## src/rtl/seg_scan_driver.sv

```systemverilog
// seg_scan_driver: time-multiplexes a 16-bit hex value onto a 4-digit display bus.
// Emits a digit code plus digit index, blanks leading zeros, latches new values
// through a shadow register so a frame never mixes old and new nibbles.
module seg_scan_driver #(
   parameter int unsigned REFRESH_DIV = 50000,
   parameter bit          BLANK_LZ    = 1'b1
) (
   input  logic        clk,
   input  logic        rst_n,
   input  logic        enable,
   input  logic [15:0] value,
   input  logic        load,
   output logic        ready,
   output logic [4:0]  data,
   output logic [1:0]  sel,
   output logic        frame_done
);

   localparam int unsigned    CntW   = (REFRESH_DIV > 1) ? $clog2(REFRESH_DIV) : 1;
   localparam logic [CntW-1:0] CntMax = CntW'(REFRESH_DIV - 1);
   localparam logic [4:0]     Blank  = 5'd16;

   typedef enum logic {StIdle, StScan} state_e;

   state_e           state_q, state_d;
   logic [CntW-1:0]  cnt_q, cnt_d;
   logic [1:0]       sel_q, sel_d;
   logic [4:0]       data_q, data_d;
   logic             fd_q, fd_d;
   logic [15:0]      active_q, active_d;
   logic [15:0]      shadow_q, shadow_d;
   logic             pending_q, pending_d;
   logic             tick, wrap, take_load;

   // Digit code for index k: the nibble, or blank when it and all higher nibbles are zero.
   function automatic logic [4:0] code_of(input logic [15:0] v, input logic [1:0] k);
      logic [15:0] upper;
      upper = v >> {k, 2'b00};
      if (BLANK_LZ && (k != 2'd0) && (upper == 16'h0000)) begin
         code_of = Blank;
      end else begin
         code_of = {1'b0, upper[3:0]};
      end
   endfunction

   // State register.
   always_ff @(posedge clk or negedge rst_n) begin
      if (!rst_n) begin
         state_q <= StIdle;
      end else begin
         state_q <= state_d;
      end
   end

   // Next state follows enable directly.
   always_comb begin
      state_d = state_q;
      unique case (state_q)
         StIdle: if (enable) state_d = StScan;
         StScan: if (!enable) state_d = StIdle;
      endcase
   end

   // Datapath next-state: prescaler, digit index, digit code, update handshake.
   always_comb begin
      cnt_d     = cnt_q;
      sel_d     = sel_q;
      data_d    = data_q;
      fd_d      = 1'b0;
      active_d  = active_q;
      shadow_d  = shadow_q;
      pending_d = pending_q;

      tick      = (cnt_q == CntMax);
      wrap      = (state_q == StScan) && tick && (sel_q == 2'd3);
      take_load = load && !pending_q;

      if (take_load) begin
         shadow_d  = value;
         pending_d = 1'b1;
      end
      // Swap only at a frame boundary, or immediately when not scanning.
      if (pending_q && ((state_q == StIdle) || (wrap && (state_d == StScan)))) begin
         active_d  = shadow_q;
         pending_d = 1'b0;
      end

      // Codes use active_d so the first digit of a new frame already shows the new value.
      unique case (state_d)
         StIdle: begin
            cnt_d  = '0;
            sel_d  = 2'd0;
            data_d = Blank;
         end
         StScan: begin
            if (state_q == StIdle) begin
               cnt_d  = '0;
               sel_d  = 2'd0;
               data_d = code_of(active_d, 2'd0);
            end else if (tick) begin
               cnt_d  = '0;
               sel_d  = sel_q + 2'd1;
               data_d = code_of(active_d, sel_q + 2'd1);
               fd_d   = (sel_q == 2'd3);
            end else begin
               cnt_d  = cnt_q + CntW'(1);
            end
         end
      endcase
   end

   // Datapath registers.
   always_ff @(posedge clk or negedge rst_n) begin
      if (!rst_n) begin
         cnt_q     <= '0;
         sel_q     <= 2'd0;
         data_q    <= Blank;
         fd_q      <= 1'b0;
         active_q  <= 16'h0000;
         shadow_q  <= 16'h0000;
         pending_q <= 1'b0;
      end else begin
         cnt_q     <= cnt_d;
         sel_q     <= sel_d;
         data_q    <= data_d;
         fd_q      <= fd_d;
         active_q  <= active_d;
         shadow_q  <= shadow_d;
         pending_q <= pending_d;
      end
   end

   // Outputs are all registered; ready simply reflects the free shadow slot.
   always_comb begin
      ready      = !pending_q;
      data       = data_q;
      sel        = sel_q;
      frame_done = fd_q;
   end

endmodule

```

## config.mk

```make
export PLATFORM = sky130hd
export DESIGN_NAME = seg_scan_driver
export DESIGN_NICKNAME = d
export VERILOG_FILES = /design/src/rtl/seg_scan_driver.sv
export SDC_FILE = /design/constraint.sdc
export NUM_CORES = 1
export LEC_CHECK = 0
export CORE_MARGIN = 2
export CORE_UTILIZATION = 30
export CTS_CLUSTER_DIAMETER = 120
export CTS_CLUSTER_SIZE = 16
export DETAILED_ROUTE_END_ITERATION = 7
export PLACE_DENSITY = 0.58
export SYNTH_ARGS = -nofsm -noshare
export SYNTH_HDL_FRONTEND = slang
export SYNTH_SLANG_ARGS = --single-unit
export TNS_END_PERCENT = 5
```

## constraint.sdc

```tcl
create_clock -name clk -period 2 [get_ports clk]
set_input_delay 0.3 -clock clk [delete_from_list [all_inputs] [get_ports clk]]
set_output_delay 0.3 -clock clk [all_outputs]
set_load 0.05 [all_outputs]
```

==> implementation parameters <==
Parameter                              Value

Yosys
  Complex-gate fraction of the synthesized area    0.0478
  Post-Synth Simple-Gate Area    0.147
  Post-synthesis area per instance    around 12 sq um
  Number of enable-type register cells in the synthesized netlist    0
  Register bit total from synthesis    58
  Synthesized net count    251
  Dominant combinational cell family by area after synthesis    multiplexers
  Number of synthesis warnings    0
  Share of synthesized area occupied by flip-flops and latches    0.519
  Cell variety after synth    40
  Share of synthesized flip-flops with an asynchronous set or reset    1.00
  Cell area after technology mapping    2800 sq um
  Top_reg_cell synth    dfrtp_1
  Share of synthesized cell area in full adder, half adder and majority cells    0.00894
  Share of cell area taken by muxes after synthesis    0.204
  Cells after synthesis    about 230
  Parity-gate share of the synthesized area counting xor and xnor cells    0.0469

Setup path
  Worst flop-to-flop path endpoint    data[2]
  Worst endpoint data arrival time    2.44 ns
  Capture point of the worst path    data[2]
  Crit path max fanout    10
  WS Path Type    register to register
  Type of element launching the critical path    register
  Required @ worst endpoint    2.22 ns
  Critical path launch point    cnt_q[7]
  Slack of the worst reg-to-reg path    -0.22 ns
  Endpoint type of the worst setup path    register
  Startpoint of the worst register-to-register path    cnt_q[7]
  R2R cell count    8

Clock network
  CTS max path bufs    2
  Post-CTS clock slew at the launch and capture registers of the worst setup and hold paths    ~0.070 ns
  CTS tree    done
  Root buffer cell    clkbuf_8
  Number of levels the H-tree was split into    3
  Clock insertion delay at the later pin of the skew report    0.34 ns
  Clk sinks    58
  TritonCTS buffer count    9

Drt
  Wire length per cell after detailed routing    15.3 microns
  DRC violations left    0
  Max layer used    met4
  Total number of vias    2044
  Routed Wire Length    6350 microns
  Metal2 WL    approximately 2900 microns
  Vias per cell    4.91
  Met1 wire length    3010 microns
  Starting DRT DRC Count    ~130
  Number of nets with antenna violations after routing    0
  Wire length on met3    218 microns
  DRT Pass-1 Iters    4

Timing
  Slew at the pin closest to its max-slew limit    0.502 ns
  Smallest hold slack    about 0.42 ns
  Summed negative setup slack over all endpoints    -0.715 ns
  Fin Clk Skew    0.0125 ns
  Final hold violation count    0
  Fin crit share    1.11
  Final-report setup violation count    5
  Max-slew violation count    0
  Fmax    451 MHz
  Relative slew slack    0.664
  Final worst path period need    2.22 ns
  Final worst setup slack    -0.217 ns
  Setup repair after global routing missed its margin    yes

Status
  Violated checks    negative setup slack
  Result of the run    finished, violations left

Layout
  Area growth, synth to finish    34.6%
  Most common library cell in the layout ignoring fill and taps    dfrtp_1
  Final net count    322
  Inserted Diodes    0
  Filler cell count in the final layout    about 860
  Register Area    1460 sq um
  Fraction of final layout cells with drive strength greater than 1    0.361
  Final standard cell area without fillers    3770 sq um
  Combined area of the multi-input logic cells    1310 sq um
  Commonest cells after routing, fill and taps aside    55 x dfrtp_1, 40 x buf_4, 30 x mux2_2

Placed design
  Placed inst area    roughly 3500 sq um
  Half-perimeter wire length after placement    about 4700 microns
  Number of buffer cells added on primary ports    28
  Setup WS pre-CTS    -0.231 ns
  Global placer's final weighted congestion    0.842

Die
  Effective utilization at floorplan    0.306
  Cell Rows    35
  Die H    101 microns
  Die outline area    10100 sq um
  Chip width    101 microns
  Top Ports    29
  Area of the core    9150 sq um

Pwr
  Total power draw    roughly 3.6 mW
  Leak pwr    1.58 nW
  Peak VDD IR    ~0.3 mV
  Ratio of total power to cell area    between 900 and 1000 nW/um^2

GRT
  Initial antenna violation count    0
  Via count of the first global-routing pass    around 2.1k
  Leftover overflow at the end of global routing    0
  Global router's overall resource usage    0.139
  Wire length of the first global-routing pass    10700 microns
  Pin count of the biggest net entering global routing    24

Worst hold path
  Class of the tightest hold or removal check    input pin to asynchronous set/reset pin

Flow run
  Max-capacitance violation count    0
cell usage after synthesis, types with 2 or more instances:
library cell / instances / area share
nor2_1: 29 / 0.039
mux2i_1: 3 / 0.011
o221ai_1: 2 / 0.0063
or4_1: 5 / 0.013
a21oi_1: 2 / 0.0036
o211ai_1: 2 / 0.0054
inv_1: 7 / 0.0094
nor3_1: 6 / 0.011
mux4_1: 3 / 0.028
nand4_1: 2 / 0.0045
mux4_2: 4 / 0.032
nand3_1: 8 / 0.014
and3_1: 3 / 0.0067
a31oi_1: 3 / 0.0067
clkbuf_1: 4 / 0.0054
o21ai_0: 3 / 0.0054
nand2_1: 15 / 0.020
mux2_2: 33 / 0.13
dfrtp_1: 57 / 0.51
and4bb_2: 2 / 0.0089
xor2_1: 7 / 0.022
xnor2_1: 8 / 0.025
buf_2: 2 / 0.0036
ha_1: 2 / 0.0089
o22ai_1: 2 / 0.0045
metal layers:
layer	GRT usage	up-vias
met2	0.205	50
li1	-	969
met1	0.188	1008
met4	0.0759	0
met3	0.0305	17
met5	0	-
power breakdown:
part | leakage, nW | switching (mW) | internal (mW)
Clock | 0.112 | 0.490 | 0.737
Combinational | 0.742 | 0.323 | 0.451
Sequential | 0.721 | 0.228 | 1.42
Total | 1.58 | 1.04 | 2.61
kinds of logic after synthesis:
family / count (synthesis)
adders and majority gates: 2
buffers and inverters: 16
DFF: 58
xor gates and xnor gates: 15
and+or+nand+nor: 77
AOI/OAI and AO/OA: 18
muxes: 43
final cells by class:
cell class | instances | share of cell area
Sequential cell | 58 | 0.386
Tap cell | 111 | 0.0369
Multi-Input combinational cell | 155 | 0.349
Clock buffer | 10 | 0.0365
Timing Repair Buffer | 69 | 0.161
Clock inverter | 6 | 0.0239
Inverter | 7 | 0.00697
registers in the layout, summed over array words and instances, names as in the netlist:
register    cells
active_q       16
cnt_q          16
data            5
shadow_q       16
sel             2
state_q         1
pending_q       1
frame_done      1
critical path: stages (launching register included):
cell and delay (ns):
dfrtp_1 0.42, nor4b_4 0.37, nand4_4 0.16, o22ai_4 0.15, buf_12 0.15, mux2_4 0.31
mux2_4 0.27, o221ai_2 0.15, a31oi_1 0.11
through the flow:
stage	std cells	util
5_1_grt	416	0.412
3_5_place_dp	396	0.381
4_1_cts	415	0.409
2_1_floorplan	229	-
3_3_place_gp	396	0.381
6_report	416	0.412
how the worst min path moves through the flow:
stage | startpoint | slack (ns) | to | cells past startpoint
after global routing | rst_n | 0.45 | active_q[1] | 2
final | rst_n | 0.42 | active_q[1] | 2
after floorplan | rst_n | 0.004 | active_q[0] | 0
after detailed placement | rst_n | 0.24 | pending_q | 1
after global placement | rst_n | 0.24 | pending_q | 1
after CTS | rst_n | 0.43 | data[2] | 2
repair_timing:
item | CTS | global route
endpoints found under the setup margin | 5 | 7
buffers inserted | 2 | 1
endpoints found under the hold margin | 13 | 0
resized for setup | 2 | 5
hold buffers | 1 | 0
pin swaps | 2 | 5
Power figures use the tool's default switching activity.
